<file path="src/rtl/digital_clock_ctrl_pkg.sv">
// Shared definitions for the digital clock controller: mode encoding,
// default field moduli, derived field widths and the mode sequencing helper.
package clock_pkg;

    typedef enum logic [1:0] {
        MODE_RUN      = 2'd0,
        MODE_SET_HOUR = 2'd1,
        MODE_SET_MIN  = 2'd2,
        MODE_SET_SEC  = 2'd3
    } mode_e;

    localparam int unsigned CSEC_MOD    = 100;
    localparam int unsigned SEC_MOD     = 60;
    localparam int unsigned MIN_MOD     = 60;
    localparam int unsigned HOUR_MOD    = 24;
    localparam int unsigned BLINK_TICKS = 50;

    localparam int unsigned CSEC_W = $clog2(CSEC_MOD);
    localparam int unsigned SEC_W  = $clog2(SEC_MOD);
    localparam int unsigned MIN_W  = $clog2(MIN_MOD);
    localparam int unsigned HOUR_W = $clog2(HOUR_MOD);

    // RUN -> SET_HOUR -> SET_MIN -> SET_SEC -> RUN
    function automatic mode_e next_mode(input mode_e m);
        mode_e n;
        case (m)
            MODE_RUN:      n = MODE_SET_HOUR;
            MODE_SET_HOUR: n = MODE_SET_MIN;
            MODE_SET_MIN:  n = MODE_SET_SEC;
            MODE_SET_SEC:  n = MODE_RUN;
            default:       n = MODE_RUN;
        endcase
        return n;
    endfunction

endpackage

</file>
<file path="src/rtl/digital_clock_ctrl_if.sv">
// Bundle of the tick/button inputs and the time/mode/blink outputs of the
// clock controller. The controller uses the slave view.
interface digital_clock_ctrl_if;
    import clock_pkg::*;

    logic              i_tick;
    logic              i_btn_mode;
    logic              i_btn_inc;
    logic [HOUR_W-1:0] o_hour;
    logic [MIN_W-1:0]  o_min;
    logic [SEC_W-1:0]  o_sec;
    logic [CSEC_W-1:0] o_csec;
    logic [1:0]        o_mode;
    logic              o_blink;

    modport master (
        output i_tick, i_btn_mode, i_btn_inc,
        input  o_hour, o_min, o_sec, o_csec, o_mode, o_blink
    );

    modport slave (
        input  i_tick, i_btn_mode, i_btn_inc,
        output o_hour, o_min, o_sec, o_csec, o_mode, o_blink
    );
endinterface

</file>
<file path="src/rtl/digital_clock_ctrl_mod_counter.sv">
// Modulo-MOD counter with enable and synchronous clear. The carry is
// combinational so a chain of these can ripple a full cascade in one cycle.
module mod_counter #(
    parameter  int unsigned MOD = 10,
    localparam int unsigned W   = (MOD > 1) ? $clog2(MOD) : 1
) (
    input  logic         i_clk,
    input  logic         i_rst_n,
    input  logic         i_en,
    input  logic         i_clr,
    output logic [W-1:0] o_cnt,
    output logic         o_carry
);

    localparam logic [W-1:0] MAX_CNT = W'(MOD - 1);

    logic [W-1:0] cnt_d;
    logic [W-1:0] cnt_q;

    // Next count: clear wins, then wrap at MOD-1, otherwise step by one
    always_comb begin
        cnt_d = cnt_q;
        if (i_clr) begin
            cnt_d = '0;
        end else if (i_en) begin
            if (cnt_q == MAX_CNT) begin
                cnt_d = '0;
            end else begin
                cnt_d = cnt_q + W'(1);
            end
        end else begin
            cnt_d = cnt_q;
        end
    end

    // Count register with asynchronous clear
    always_ff @(posedge i_clk or negedge i_rst_n) begin
        if (!i_rst_n) begin
            cnt_q <= '0;
        end else begin
            cnt_q <= cnt_d;
        end
    end

    assign o_cnt   = cnt_q;
    assign o_carry = i_en && (cnt_q == MAX_CNT);

endmodule

</file>
<file path="src/rtl/digital_clock_ctrl.sv">
// Digital clock time-keeping controller: four chained modulo counters that
// advance on the 100 Hz tick in RUN, plus a mode FSM for setting hour,
// minute and second, and a blink strobe for the field being edited.
module digital_clock_ctrl
    import clock_pkg::*;
#(
    parameter int unsigned CSEC_MOD    = clock_pkg::CSEC_MOD,
    parameter int unsigned SEC_MOD     = clock_pkg::SEC_MOD,
    parameter int unsigned MIN_MOD     = clock_pkg::MIN_MOD,
    parameter int unsigned HOUR_MOD    = clock_pkg::HOUR_MOD,
    parameter int unsigned BLINK_TICKS = clock_pkg::BLINK_TICKS
) (
    input logic                 i_clk,
    input logic                 i_rst_n,
    digital_clock_ctrl_if.slave bus
);

    localparam int unsigned BLINK_W = (BLINK_TICKS > 1) ? $clog2(BLINK_TICKS) : 1;
    localparam logic [BLINK_W-1:0] BLINK_MAX = BLINK_W'(BLINK_TICKS - 1);

    mode_e              mode_q;
    logic [BLINK_W-1:0] blink_cnt_q;
    logic               blink_q;

    logic csec_en_s, sec_en_s, min_en_s, hour_en_s, csec_clr_s;
    logic csec_carry_s, sec_carry_s, min_carry_s, hour_carry_s;
    logic run_s, edit_s;

    logic [$clog2(CSEC_MOD)-1:0] csec_s;
    logic [$clog2(SEC_MOD)-1:0]  sec_s;
    logic [$clog2(MIN_MOD)-1:0]  min_s;
    logic [$clog2(HOUR_MOD)-1:0] hour_s;

    // An inc only edits when no mode change happens on the same edge
    assign run_s  = (mode_q == MODE_RUN);
    assign edit_s = bus.i_btn_inc && !bus.i_btn_mode;

    // Counter enables: tick-driven cascade in RUN, single-field edit otherwise
    always_comb begin
        csec_en_s  = 1'b0;
        sec_en_s   = 1'b0;
        min_en_s   = 1'b0;
        hour_en_s  = 1'b0;
        csec_clr_s = (mode_q == MODE_SET_SEC) && bus.i_btn_mode;
        if (run_s) begin
            csec_en_s = bus.i_tick;
            sec_en_s  = csec_carry_s;
            min_en_s  = sec_carry_s;
            hour_en_s = min_carry_s;
        end else begin
            hour_en_s = edit_s && (mode_q == MODE_SET_HOUR);
            min_en_s  = edit_s && (mode_q == MODE_SET_MIN);
            sec_en_s  = edit_s && (mode_q == MODE_SET_SEC);
        end
    end

    mod_counter #(.MOD(CSEC_MOD)) u_csec (
        .i_clk(i_clk), .i_rst_n(i_rst_n), .i_en(csec_en_s), .i_clr(csec_clr_s),
        .o_cnt(csec_s), .o_carry(csec_carry_s)
    );

    mod_counter #(.MOD(SEC_MOD)) u_sec (
        .i_clk(i_clk), .i_rst_n(i_rst_n), .i_en(sec_en_s), .i_clr(1'b0),
        .o_cnt(sec_s), .o_carry(sec_carry_s)
    );

    mod_counter #(.MOD(MIN_MOD)) u_min (
        .i_clk(i_clk), .i_rst_n(i_rst_n), .i_en(min_en_s), .i_clr(1'b0),
        .o_cnt(min_s), .o_carry(min_carry_s)
    );

    mod_counter #(.MOD(HOUR_MOD)) u_hour (
        .i_clk(i_clk), .i_rst_n(i_rst_n), .i_en(hour_en_s), .i_clr(1'b0),
        .o_cnt(hour_s), .o_carry(hour_carry_s)
    );

    // Mode FSM with blink counter; mode changes and edits restart the blink
    always_ff @(posedge i_clk or negedge i_rst_n) begin
        if (!i_rst_n) begin
            mode_q      <= MODE_RUN;
            blink_cnt_q <= '0;
            blink_q     <= 1'b0;
        end else if (bus.i_btn_mode) begin
            mode_q      <= next_mode(mode_q);
            blink_cnt_q <= '0;
            blink_q     <= 1'b0;
        end else if (run_s || bus.i_btn_inc) begin
            blink_cnt_q <= '0;
            blink_q     <= 1'b0;
        end else if (bus.i_tick) begin
            if (blink_cnt_q == BLINK_MAX) begin
                blink_cnt_q <= '0;
                blink_q     <= !blink_q;
            end else begin
                blink_cnt_q <= blink_cnt_q + BLINK_W'(1);
            end
        end
    end

    assign bus.o_csec  = csec_s;
    assign bus.o_sec   = sec_s;
    assign bus.o_min   = min_s;
    assign bus.o_hour  = hour_s;
    assign bus.o_mode  = mode_q;
    assign bus.o_blink = blink_q;

endmodule
</file>
<file path="src/flat_wrapper.sv">
// flat-port wrapper written by rule: the top's interface ports become plain ports
module digital_clock_ctrl_flat import clock_pkg::*;
#(
    parameter int unsigned CSEC_MOD    = clock_pkg::CSEC_MOD,
    parameter int unsigned SEC_MOD     = clock_pkg::SEC_MOD,
    parameter int unsigned MIN_MOD     = clock_pkg::MIN_MOD,
    parameter int unsigned HOUR_MOD    = clock_pkg::HOUR_MOD,
    parameter int unsigned BLINK_TICKS = clock_pkg::BLINK_TICKS
)
  (i_clk, i_rst_n, bus_i_tick, bus_i_btn_mode, bus_i_btn_inc, bus_o_hour, bus_o_min, bus_o_sec, bus_o_csec, bus_o_mode, bus_o_blink);
  digital_clock_ctrl_if bus_i ();
  input logic i_clk;
  input logic i_rst_n;
  input wire logic [$bits(bus_i.i_tick)-1:0] bus_i_tick;
  input wire logic [$bits(bus_i.i_btn_mode)-1:0] bus_i_btn_mode;
  input wire logic [$bits(bus_i.i_btn_inc)-1:0] bus_i_btn_inc;
  output wire logic [$bits(bus_i.o_hour)-1:0] bus_o_hour;
  output wire logic [$bits(bus_i.o_min)-1:0] bus_o_min;
  output wire logic [$bits(bus_i.o_sec)-1:0] bus_o_sec;
  output wire logic [$bits(bus_i.o_csec)-1:0] bus_o_csec;
  output wire logic [$bits(bus_i.o_mode)-1:0] bus_o_mode;
  output wire logic [$bits(bus_i.o_blink)-1:0] bus_o_blink;
  assign bus_i.i_tick = bus_i_tick;
  assign bus_i.i_btn_mode = bus_i_btn_mode;
  assign bus_i.i_btn_inc = bus_i_btn_inc;
  assign bus_o_hour = bus_i.o_hour;
  assign bus_o_min = bus_i.o_min;
  assign bus_o_sec = bus_i.o_sec;
  assign bus_o_csec = bus_i.o_csec;
  assign bus_o_mode = bus_i.o_mode;
  assign bus_o_blink = bus_i.o_blink;
  digital_clock_ctrl #(.CSEC_MOD(CSEC_MOD), .SEC_MOD(SEC_MOD), .MIN_MOD(MIN_MOD), .HOUR_MOD(HOUR_MOD), .BLINK_TICKS(BLINK_TICKS)) u_core (.i_clk(i_clk), .i_rst_n(i_rst_n), .bus(bus_i));
endmodule
</file>
<file path="config.mk">
export PLATFORM = sky130hd
export DESIGN_NAME = digital_clock_ctrl_flat
export DESIGN_NICKNAME = d
export VERILOG_FILES = /design/src/rtl/digital_clock_ctrl_pkg.sv /design/src/rtl/digital_clock_ctrl_if.sv /design/src/rtl/digital_clock_ctrl_mod_counter.sv /design/src/rtl/digital_clock_ctrl.sv /design/src/flat_wrapper.sv
export SDC_FILE = /design/constraint.sdc
export NUM_CORES = 1
export LEC_CHECK = 0
export CAP_MARGIN = 20
export CORE_ASPECT_RATIO = 0.75
export CORE_MARGIN = 1
export CORE_UTILIZATION = 57
export DETAILED_ROUTE_END_ITERATION = 16
export GPL_ROUTABILITY_DRIVEN = 1
export HOLD_SLACK_MARGIN = 0.05
export PLACE_DENSITY = 0.85
export SLEW_MARGIN = 40
export SYNTH_ARGS = -nofsm -noshare
export SYNTH_HDL_FRONTEND = slang
export SYNTH_HIERARCHICAL = 1
export SYNTH_SLANG_ARGS = --single-unit
</file>
<file path="constraint.sdc">
create_clock -name i_clk -period 4.55 [get_ports i_clk]
set_input_delay 0.91 -clock i_clk [delete_from_list [all_inputs] [get_ports i_clk]]
set_output_delay 0.91 -clock i_clk [all_outputs]
set_load 0.05 [all_outputs]
</file>
== Yosys cells after proc, flatten, opt, wreduce, memory -nomap -nowiden ==
Index checks and enable logic that the tools add are counted.
Word-level totals
  bits of input ports: 5
  output and inout port bits: 27
  logic and storage cells: 55
  flip-flop bits (word level): 33
Cells by class
  reduce and logical (&&, ||, !) cells: 16
  mux-type cells: 19
  eq/ne operators: 8
  add/sub/neg operators: 5
Operators with widths (number)
  $mux W6: 6
  $mux W7: 3
  $add A6 B1 Y6 const B: 3
  $eq A6 B6 Y1 const B: 3
  $logic_and A1 B1 Y1: 8
  $mux W1: 8
  $pmux W2 S4: 1
  $add A7 B1 Y7 const B: 1
  $eq A7 B7 Y1 const B: 1
  $reduce_bool A3 Y1: 2
  $add A5 B1 Y5 const B: 1
  $eq A5 B5 Y1 const B: 1
  $mux W5: 1
  $eq A2 B2 Y1 const B: 2
  $eq A2 B1 Y1 const B: 1
  $logic_not A1 Y1: 2
  $logic_not A2 Y1: 1
  $reduce_and A2 Y1: 1
  $reduce_bool A2 Y1: 1
  $logic_or A1 B1 Y1: 1

== Depth between registers and ports, before layout ==
Gate-level depths: netlist (run 1).
  depth in word-level cells: 8
  gate-level depth with buffers: 18
  depth with buffers taken out: 17

== Modules after synthesis ==
The synthesis (run 1) kept the hierarchy.
Modules (own cells, without submodules)
  mod_counter at u_core.u_min ...: cells each 33, area each 329.1 µm², times used 2, sequential area each 150.1 µm²
  digital_clock_ctrl: cells each 68, area each 579.3 µm², times used 1, sequential area each 225.2 µm²
  mod_counter at u_core.u_csec: cells each 42, area each 400.4 µm², times used 1, sequential area each 175.2 µm²
  mod_counter at u_core.u_hour: cells each 24, area each 262.8 µm², times used 1, sequential area each 125.1 µm²

== Worst setup path before layout (run 1) ==
Ideal clock, no wire load.
  path type: reg2reg
  from: reg u_core.mode_q[0] (netlist: u_core/bus.o_mode[0])
  to: reg u_core.u_hour.cnt_q[3] (netlist: u_core/u_hour/o_cnt[3])
  path buffers: 1
  data arrival time: 3102 ps
  slack: 1324 ps
  stages on the path, launching flop included: 19
  required time: 4425 ps
  setup time: 125 ps
  path through: dfrtp_1 -> inv_1 -> ha_1 -> and2_1 -> inv_1 -> nor3_1 -> nand2_1 -> o21ai_0 -> nand2_1 -> nor2b_1 -> nand2_1 -> o21ai_0 -> nand2_1 -> nor2b_1 -> nand2_1 -> o21ai_0 -> buf_2 -> nand4_1 -> mux2i_1
On the way
  longest elaborated chain between the ends: 8
  elaborated cells between the ends (all ways): 14
  those cells by class: 3 x eq/ne; 4 x mux; 7 x reduce/logical
RTL lines
  from (decl): line digital_clock_ctrl.sv:21  | mode_e mode_q;
  from (signal assigned): line digital_clock_ctrl.sv:84  | mode_q <= next_mode(mode_q);
  $logic_not A2 Y1: line digital_clock_ctrl.sv:35  | assign run_s = (mode_q == MODE_RUN);
  $mux W1: line digital_clock_ctrl.sv:45  | if (run_s) begin
  via u_core.csec_en_s: line digital_clock_ctrl.sv:25  | logic csec_en_s, sec_en_s, min_en_s, hour_en_s, csec_clr_s;
  $logic_and A1 B1 Y1: line digital_clock_ctrl_mod_counter.sv:46  | assign o_carry = i_en && (cnt_q == MAX_CNT);
  via u_core.csec_carry_s: line digital_clock_ctrl.sv:26  | logic csec_carry_s, sec_carry_s, min_carry_s, hour_carry_s;
  $mux W1: line digital_clock_ctrl.sv:45
  via u_core.sec_en_s: line digital_clock_ctrl.sv:25
  $logic_and A1 B1 Y1: line digital_clock_ctrl_mod_counter.sv:46
  via u_core.sec_carry_s: line digital_clock_ctrl.sv:26
  $mux W1: line digital_clock_ctrl.sv:45
  via u_core.min_en_s: line digital_clock_ctrl.sv:25
  $logic_and A1 B1 Y1: line digital_clock_ctrl_mod_counter.sv:46
  via u_core.min_carry_s: line digital_clock_ctrl.sv:26
  $mux W1: line digital_clock_ctrl.sv:45
  via u_core.hour_en_s: line digital_clock_ctrl.sv:25
  to (signal assigned): line digital_clock_ctrl_mod_counter.sv:41  | cnt_q <= cnt_d;
  to (decl): line digital_clock_ctrl_mod_counter.sv:18  | logic [W-1:0] cnt_q;
The timed path passes the listed nets, and every way through them passes these cells.
A chain may end at the register's enable or synchronous reset.

== Worst setup path in the final report (run 1) ==
  from: in bus_i_tick
  to: reg u_core.u_hour.cnt_q[2] (netlist: u_core/u_hour/o_cnt[2])
On the way
  longest elaborated chain between the ends: 7
RTL lines
  from (decl): line flat_wrapper.sv:14  | input wire logic [$bits(bus_i.i_tick)-1:0] bus_i_tick;
  $mux W1: line digital_clock_ctrl.sv:45
  via u_core.csec_en_s: line digital_clock_ctrl.sv:25
  $logic_and A1 B1 Y1: line digital_clock_ctrl_mod_counter.sv:46
  via u_core.csec_carry_s: line digital_clock_ctrl.sv:26
  $mux W1: line digital_clock_ctrl.sv:45
  via u_core.sec_en_s: line digital_clock_ctrl.sv:25
  $logic_and A1 B1 Y1: line digital_clock_ctrl_mod_counter.sv:46
  via u_core.sec_carry_s: line digital_clock_ctrl.sv:26
  $mux W1: line digital_clock_ctrl.sv:45
  via u_core.min_en_s: line digital_clock_ctrl.sv:25
  $logic_and A1 B1 Y1: line digital_clock_ctrl_mod_counter.sv:46
  via u_core.min_carry_s: line digital_clock_ctrl.sv:26
  $mux W1: line digital_clock_ctrl.sv:45
  via u_core.hour_en_s: line digital_clock_ctrl.sv:25
The timed path passes the listed nets, and every way through them passes these cells.

==> summary.txt, run 1 <==
Run status
  • Run status: finished, final reports clean

Final layout
  • Commonest non-fill, non-tap cells in the layout: 33 x dfrtp_1, 31 x clkdlybuf4s50_1, 26 x nand2_1
  • Most common cell after layout, fill and taps aside: dfrtp_1
  • Synthesis-to-layout area growth: 26.7%
  • Inserted Diodes: 0
  • Layout Nets: 267
  • Share of cells above drive strength 1: 7.14%
  • End-of-flow core utilization: 78.7%
  • Fill cells: 220
  • Final Instance Count excl. Fillers: 290

Critical path
  • Largest stage delay on the critical path: 620 ps
  • Reg2Reg Setup Slack: 950 ps
  • CP max-delay cell: clkdlybuf4s50_1
  • Reg-to-reg startpoint: u_core/bus.o_mode[1]
  • Most used cell, CP: nand2_1
  • WP buf/inv: 2
  • Critical Path Sink Type: flip-flop
  • CP Max Fanout: 8
  • Critical Path Start Type: primary input
  • Critical path startpoint: bus_i_tick
  • Critical path's top delay family: simple AND/OR/NAND/NOR gates
  • Arr. time, crit path: ~4200 ps
  • CP Cell Sequence: clkdlybuf4s50_1 -> and2_1 -> inv_1 -> nor3_1 -> nand2_1 -> o21ai_0 -> nand2_1 -> nor2b_1 -> nand2_1 -> o21ai_0 -> nand2_1 -> nor2b_1 -> nand2_1 -> o21ai_0 -> nand3b_1 -> a21oi_1
  • Setup CP Type: in -> reg
  • Worst Path Required: 4760 ps

Timing
  • Slew HR: between 40% and 50%
  • Final hold violation count: 0
  • Clock Skew: 3.52 ps
  • Least-Margin Pin Slew: 769 ps
  • Final hold slack: ~550 ps
  • Pins Over Slew Limit: 0
  • RSZ-0062 raised after global routing: false
  • Final critical-path share of the clock period: 87.9%
  • Setup-failing EPs final: 0
  • Setup TNS: 0 ps
  • Fmax: around 250 MHz
  • Final min period: between 3000 and 4000 ps

Place
  • DPL Wire Length: 2.89 mm
  • Placed cells: roughly 280
  • PortBufs: 31
  • Final GP Congestion: about 0.83

Power
  • PnR Total Power: 1.04 mW
  • Lkg Pwr: 1.02 nW
  • Pwr/cell area: 434 nW/um^2
  • VDD IR max: 0.278 mV

Drt
  • Met2 wire len: between 1.5 and 2 mm
  • Via count: 1657
  • Drt wl/cell: between 10 and 15 um
  • Final wirelength: 4.21 mm
  • Met3 routed WL: 190 um
  • Met1 WL: a little under 2 mm
  • Drt first pass iters: 4
  • Initial DRC count: 196
  • Number of nets with antenna violations after routing: 0
  • DRC errors left: 0
  • Via/cell ratio: 5.71
  • Highest metal used: met4

Global route
  • First-pass GRT wire length: 7.11 mm
  • Remaining Overflow, GRT: 0
  • Vias in the first global route: about 1500
  • Largest net degree at the start of global routing: 34
  • Initial antenna violation count: 0
  • Total track usage: 28.2%

Clock network
  • Post-CTS setup buffers: 0
  • Cts hold-fix bufs: 0
  • Resize count post-CTS: 0
  • Worst-Skew Late Latency: between 200 and 300 ps
  • H-Tree Depth: 2
  • CTS buffer count: 5
  • CTS Buffer Depth: 2
  • CTS clock-pin slew for the worst setup and hold paths: ~60 ps
  • CTS Root Buffer Type: clkbuf_8
  • Clock Sinks: 33
  • CTS tree: yes

Floorplan
  • IO Count: 32
  • Die area: 3550 um^2
  • Core ar.: between 3000 and 4000 um^2
  • Row cnt: 17
  • Starting density of the core: 62.2%
  • Die X: 68.5 um
  • Die H: between 50 and 60 um

Synth
  • Warnings from Yosys: 6
  • Synthesized area: ~1900 um^2
  • Synth Instances: a little under 200
  • Post-Syn Area per Cell: 9.55 um^2

Worst hold path
  • Hold Startpoint: u_core/bus.o_blink
  • Hold Crit Class: reg -> reg

Job
  • Max Cap Viol: 0
==> where the power goes <==
group | total [mW] | switching, mW | internal, mW
Clock | 0.222 | 0.102 | 0.120
Sequential | 0.401 | 0.0645 | 0.337
Combinational | 0.417 | 0.277 | 0.140
==> area by class of cell <==
class                           count  area [um^2]  share of cell area, %
Clock buffer                        7         86.3                   3.61
Inverter                            6         22.5                  0.940
Multi-Input combinational cell    174         1090                   45.7
Sequential cell                    33          826                   34.5
Tap cell                           38         47.5                   1.99
Timing Repair Buffer               32          318                   13.3
==> flip-flops by register name, indices dropped and copies added (netlist names) <==
signal and cells:
u_core/u_csec/o_cnt 7, u_core/bus.o_blink 1, u_core/u_hour/o_cnt 5, u_core/blink_cnt_q 6, u_core/u_min/o_cnt 6, u_core/bus.o_mode 2, u_core/u_sec/o_cnt 6
==> through the flow <==
step           setup WS, ps  area [um^2]
2_1_floorplan          1330         1960
3_3_place_gp            463         2310
3_5_place_dp            302         2310
4_1_cts                 575         2390
5_1_grt                 183         2390
6_report                553         2390
==> path summary, 6_finish.rpt <==
kind                                          endpoint  depth (start not counted)
worst max-delay path            u_core/u_hour/o_cnt[2]                         16
worst min-delay path                u_core/bus.o_blink                          2
worst max register to register  u_core/u_hour/o_cnt[2]                         17
worst min register to register      u_core/bus.o_blink                          2
max in group asynchronous        u_core/u_min/o_cnt[2]                          2
min in group asynchronous        u_core/u_min/o_cnt[1]                          2
==> tightest hold or removal path: stages, from the launching register on <==
cell,delay [ps]
dfrtp_1,360
xnor2_1,80
nor2_1,70
==> metal layers <==
layer  vias up  track usage (%)
met5         -                0
met4         0             11.1
met3        12             8.55
met2        53             44.4
met1       781             36.1
li1        811                -
Note: power is estimated with default switching activity, not from simulation.
==> inputs of run 2 (changes only) <==
REMOVE_ABC_BUFFERS = 1   (was default)
clock period = 4.9 ns   (was 4.55 ns; I/O delays follow)
==> run 2 against run 1 <==
Net effect: count of clock-buffer cells in the layout up 1; flip-flop and latch count unchanged; utilization down 0.21 points; worst hold slack worse by 25 ps; routed wire length down 9.4%; non-clock buffer count unchanged; clock skew up 3.1 ps; die area unchanged; first-iteration DRC count down 19%; total power down 8.9%; largest cell class unchanged.
==> summary.txt, run 2 (same netlist as run 1, synthesis figures left out) <==
Run status
  • Run status: finished, final reports clean

Timing
  • Least-Margin Pin Slew: about 740 ps
  • Fmax: 249 MHz
  • Slew HR: 50.3%
  • Final hold violation count: 0
  • Final critical-path share of the clock period: 82.0%
  • Final hold slack: 522 ps
  • Pins Over Slew Limit: 0
  • RSZ-0062 raised after global routing: false
  • Setup-failing EPs final: 0
  • Clock Skew: 6.61 ps
  • Setup TNS: 0 ps
  • Final min period: 4020 ps

Power
  • Pwr/cell area: just under 400 nW/um^2
  • VDD IR max: 0.275 mV
  • Lkg Pwr: 1.01 nW

Floorplan
  • Starting density of the core: 62.2%
  • Die area: 3550 um^2
  • IO Count: 32
  • Die H: 51.9 um
  • Row cnt: 17
  • Core ar.: ~3000 um^2
  • Die X: 68.5 um

Worst hold path
  • Hold path cells: 1
  • WHS Endpoint: u_core/blink_cnt_q[5]
  • Hold Startpoint: u_core/blink_cnt_q[5]
  • Hold Crit Class: reg -> reg

Critical path
  • Setup CP Type: in -> reg
  • CP Max Fanout: 8
  • Worst-case reg-to-reg path depth: 17
  • Arr. time, crit path: between 4000 and 5000 ps
  • Critical path startpoint: bus_i_tick
  • WP buf/inv: 2
  • Largest stage delay on the critical path: 610 ps
  • Critical Path Sink Type: flip-flop
  • Reg2Reg Setup Slack: 1350 ps
  • Most used cell, CP: nand2_1
  • Worst Path Required: 5060 ps
  • Critical path's top delay family: simple AND/OR/NAND/NOR gates
  • CP max-delay cell: clkdlybuf4s50_1
  • WP depth: 16
  • CP Cell Sequence: clkdlybuf4s50_1 -> and2_1 -> inv_1 -> nor3_1 -> nand2_1 -> o21ai_0 -> nand2_1 -> nor2b_1 -> nand2_1 -> o21ai_0 -> nand2_1 -> nor2b_1 -> nand2_1 -> o21ai_0 -> nand4_1 -> mux2i_1
  • RR Endpoint: u_core/u_hour/o_cnt[3]
  • Critical Path Start Type: primary input
  • Reg-to-reg startpoint: u_core/bus.o_mode[1]

Place
  • Final GP Congestion: 0.859
  • DP Area: 2310 um^2
  • DPL Wire Length: 2.60 mm
  • PortBufs: 31
  • Placed cells: 283

Clock network
  • Post-CTS setup buffers: 0
  • CTS buffer count: 5
  • CTS Root Buffer Type: clkbuf_8
  • Worst-Skew Late Latency: 280 ps
  • H-Tree Depth: 2
  • Cts hold-fix bufs: 0
  • CTS tree: yes
  • Resize count post-CTS: 0
  • CTS clock-pin slew for the worst setup and hold paths: 60 ps
  • CTS Buffer Depth: 2
  • Clock Sinks: 33

Drt
  • Drt first pass iters: 4
  • Final wirelength: 3.82 mm
  • Via count: 1605
  • Initial DRC count: 159
  • Drt wl/cell: between 10 and 15 um
  • Via/cell ratio: between 5 and 6
  • Number of nets with antenna violations after routing: 0
  • DRC errors left: 0

Global route
  • Total track usage: roughly 25%
  • First-pass GRT wire length: around 6.5 mm
  • Initial antenna violation count: 0
  • Remaining Overflow, GRT: 0
  • Vias in the first global route: 1434
  • Largest net degree at the start of global routing: 34

Final layout
  • Fill cells: 207
  • Share of cells above drive strength 1: under 10%
  • Most common cell after layout, fill and taps aside: dfrtp_1
  • Final Instance Count excl. Fillers: 291
  • Commonest non-fill, non-tap cells in the layout: 33 x dfrtp_1, 31 x clkdlybuf4s50_1, 26 x nand2_1
  • Storage cell area: 826 um^2
  • Largest register FFs: 7
  • Layout Nets: 267
  • Synthesis-to-layout area growth: 26.3%
  • Design area: 2390 um^2
  • Multi-input gate area: around 1100 um^2
  • Inserted Diodes: 0

Job
  • Max Cap Viol: 0
run 2: cell count changes in the layout (fill, tap and decap cells not counted), sizes merged:
cell	delta
clkbuf	+1
run 2: metrics by stage:
step / setup slack [ps] / util, % / total power, mW
2_1_floorplan: 1620 / - / 0.626
3_3_place_gp: 744 / 75.9 / 0.748
3_5_place_dp: 637 / 75.9 / 0.753
4_1_cts: 933 / 78.5 / 0.953
5_1_grt: 482 / 78.5 / 1.00
6_report: 884 / 78.5 / 0.947
run 2: layer usage:
metal / share of wire (%) / vias up / global-route usage (%) / routed length, um
met5: 0 / - / 0 / 0
met2: 42 / 62 / 35.0 / 1620
met4: 0.52 / 0 / 9.72 / 20
li1: - / 813 / - / -
met3: 7.3 / 2 / 8.99 / 277
met1: 50 / 728 / 36.2 / 1900
run 2: worst max-delay path by stage:
stage | endpoint
after floorplan | u_core/u_hour/o_cnt[3]
final | u_core/u_hour/o_cnt[3]
after global placement | u_core/u_hour/o_cnt[3]
after detailed placement | u_core/u_hour/o_cnt[3]
after global routing | u_core/u_hour/o_cnt[3]
after CTS | u_core/u_hour/o_cnt[3]
run 2: layout make-up:
class                           instances  area share (%)
Clock buffer                            8            3.35
Inverter                                6           0.943
Multi-Input combinational cell        174            45.8
Sequential cell                        33            34.6
Tap cell                               38            1.99
Timing Repair Buffer                   32            13.3
run 2: power by group:
| part | internal [mW] | switching [mW] | total, mW |
|---|---|---|---|
| sequential | 0.313 | 0.0603 | 0.373 |
| combinational | 0.129 | 0.251 | 0.381 |
| clock | 0.101 | 0.0927 | 0.194 |
==> inputs of run 3 (changes only) <==
CORE_UTILIZATION = 48   (was 57)
PLACE_DENSITY = 0.76   (was 0.85)
clock period = 3.6 ns   (was 4.9 ns; I/O delays follow)
==> run 3 against run 2 <==
Net effect: worst hold slack better by 4.7 ps; non-clock buffer count up 3; routed wire length rose by 2.5%; count of clock-buffer cells in the layout shrank 2; register-to-register slack worse by 840 ps; setup slack lost 380 ps; cell area increased by 1.9%; clock power up 36%; total power up 37%; global-route usage fell by 4.7 points; die area increased by 18%; utilization down 13 points; largest cell class unchanged.
==> summary.txt, run 3 (same netlist as run 1, synthesis figures left out) <==
Drt
  • Number of nets with antenna violations after routing: 0
  • Met3 routed WL: 192 um
  • DRC errors left: 0
  • Final wirelength: 3.91 mm
  • Initial DRC count: 101
  • Drt wl/cell: 12.7 um
  • Highest metal used: met4
  • Drt first pass iters: 4
  • Met2 wire len: 1.85 mm
  • Via count: about 1700
  • Met1 WL: approximately 1.9 mm
  • Via/cell ratio: 5.40

Critical path
  • Reg2Reg Setup Slack: 510 ps
  • CP Max Fanout: 9
  • RR Endpoint: u_core/u_hour/o_cnt[3]
  • CP Cell Sequence: inv_1 -> ha_1 -> and2_1 -> inv_1 -> nor3_1 -> nand2_1 -> o21ai_0 -> nand2_1 -> nor2b_1 -> nand2_1 -> o21ai_0 -> nand2_1 -> nor2b_1 -> nand2_1 -> o21ai_2 -> nand4_1 -> mux2i_1
  • Arr. time, crit path: 3250 ps
  • Reg-to-reg startpoint: u_core/bus.o_mode[0]
  • Largest stage delay on the critical path: 420 ps
  • Critical Path Sink Type: flip-flop
  • Critical Path Start Type: flip-flop
  • CP max-delay cell: dfrtp_1
  • Worst-case reg-to-reg path depth: 17
  • Most used cell, CP: nand2_1
  • Setup CP Type: reg -> reg
  • Worst Path Required: 3760 ps

Run status
  • Run status: finished, final reports clean

Timing
  • Setup TNS: 0 ps
  • Slew HR: 64.8%
  • Setup-failing EPs final: 0
  • Final hold slack: 527 ps
  • RSZ-0062 raised after global routing: false
  • Fmax: 323 MHz
  • Clock Skew: 5.35 ps
  • Least-Margin Pin Slew: roughly 520 ps
  • Final critical-path share of the clock period: 85.9%
  • Pins Over Slew Limit: 0
  • Final min period: 3090 ps
  • Final hold violation count: 0

Clock network
  • H-Tree Depth: 2
  • CTS clock-pin slew for the worst setup and hold paths: 70 ps
  • CTS Root Buffer Type: clkbuf_8
  • Clock Sinks: 33
  • Worst-Skew Late Latency: 280 ps
  • CTS Buffer Depth: 2
  • CTS tree: yes
  • Post-CTS setup buffers: 0
  • CTS buffer count: 5

Final layout
  • Layout Nets: between 200 and 300
  • Fill cells: 340
  • Design area: 2430 um^2
  • Largest register FFs: 7
  • Storage cell area: 826 um^2
  • Synthesis-to-layout area growth: 28.8%
  • Inserted Diodes: 0
  • Commonest non-fill, non-tap cells in the layout: 33 x dfrtp_1, 31 x clkdlybuf4s50_1, 26 x nand2_1
  • Most common cell after layout, fill and taps aside: dfrtp_1
  • Multi-input gate area: 1100 um^2
  • End-of-flow core utilization: 65.7%
  • Share of cells above drive strength 1: 8.98%

Global route
  • Vias in the first global route: 1501
  • Largest net degree at the start of global routing: 34
  • Total track usage: 20.7%
  • Remaining Overflow, GRT: 0
  • Initial antenna violation count: 0
  • First-pass GRT wire length: about 6.7 mm

Power
  • Cell Int Power: 742 uW
  • Switching pwr: around 560 uW
  • Switching share of power: a little over two fifths
  • Pwr/cell area: 533 nW/um^2
  • Sequential share of power: about two fifths
  • Lkg Pwr: 1.03 nW
  • VDD IR max: 0.274 mV
  • Clk pwr share: 20.3%
  • PnR Total Power: 1.30 mW
  • Combinational power share: 40.9%

Place
  • DPL Wire Length: 2.80 mm
  • PortBufs: 31
  • DP Area: 2350 um^2
  • Final GP Congestion: 0.771

Floorplan
  • Row cnt: 19
  • Die H: 56.4 um
  • IO Count: 32
  • Starting density of the core: 51.0%
  • Die area: 4200 um^2
  • Die X: 74.5 um
  • Core ar.: 3710 um^2

Job
  • Max Cap Viol: 0

Worst hold path
  • WHS Endpoint: u_core/blink_cnt_q[5]
  • Hold path cells: 1
  • Hold Startpoint: u_core/blink_cnt_q[5]
  • Hold Crit Class: reg -> reg
run 3: cell types whose count changed in the layout (fill, tap and decap cells not counted), sizes merged:
cell | before | now
clkbuf | 8 | 6
buf | 1 | 4
clkinv | 0 | 2
run 3: worst max-delay path: cells and delay by family (launching register included):
family	cells	cell delay, ps
AOI/OAI and AO/OA	3	520
adders and majority gates	1	350
buffers and inverters	2	230
DFF	1	420
muxes	1	140
and+or+nand+nor	10	1310
run 3: power by group through the flow:
stage | Sequential [mW] | Combinational, mW | Clock [mW]
3_5_place_dp | 0.511 | 0.525 | 0
4_1_cts | 0.504 | 0.530 | 0.276
5_1_grt | 0.517 | 0.571 | 0.296
6_report | 0.505 | 0.530 | 0.263
2_1_floorplan | 0.681 | 0.171 | 0
3_3_place_gp | 0.509 | 0.520 | 0
run 3: metrics by stage:
step | worst slack, ps | instances
after floorplan | 316 | 213
after global placement | 184 | 300
after detailed placement | 76.9 | 300
after CTS | 362 | 308
after global routing | 117 | 308
final | 509 | 308
run 3: layout make-up:
type                            instances  share of cell area, %
Multi-Input combinational cell        174                   45.1
Sequential cell                        33                   33.9
Clock inverter                          2                  0.411
Tap cell                               52                   2.67
Timing Repair Buffer                   35                   14.0
Inverter                                6                  0.925
Clock buffer                            6                   2.98
run 3: worst max path at each step:
| stage | from | end | slack (ps) | cells past startpoint |
|---|---|---|---|---|
| floorplan | u_core/bus.o_mode[0] | u_core/u_hour/o_cnt[3] | 320 | 17 |
| global placement | bus_i_tick | u_core/u_hour/o_cnt[3] | 180 | 16 |
| detailed placement | bus_i_tick | u_core/u_hour/o_cnt[3] | 80 | 16 |
| CTS | bus_i_tick | u_core/u_hour/o_cnt[3] | 360 | 16 |
| global route | u_core/bus.o_mode[0] | u_core/u_hour/o_cnt[3] | 120 | 17 |
| finish | u_core/bus.o_mode[0] | u_core/u_hour/o_cnt[3] | 510 | 17 |
run 3: what timing repair did:
action | 4_1_cts | 5_1_grt
setup endpoints to repair | 0 | 1
hold buffers | 0 | 0
endpoints found under the hold margin | 0 | 0
gates resized for setup | 0 | 1
run 3: layer usage:
layer	up-vias	global-route usage (%)
met1	797	29.0
met5	-	0
li1	816	-
met2	47	31.5
met4	0	6.47
met3	2	4.85
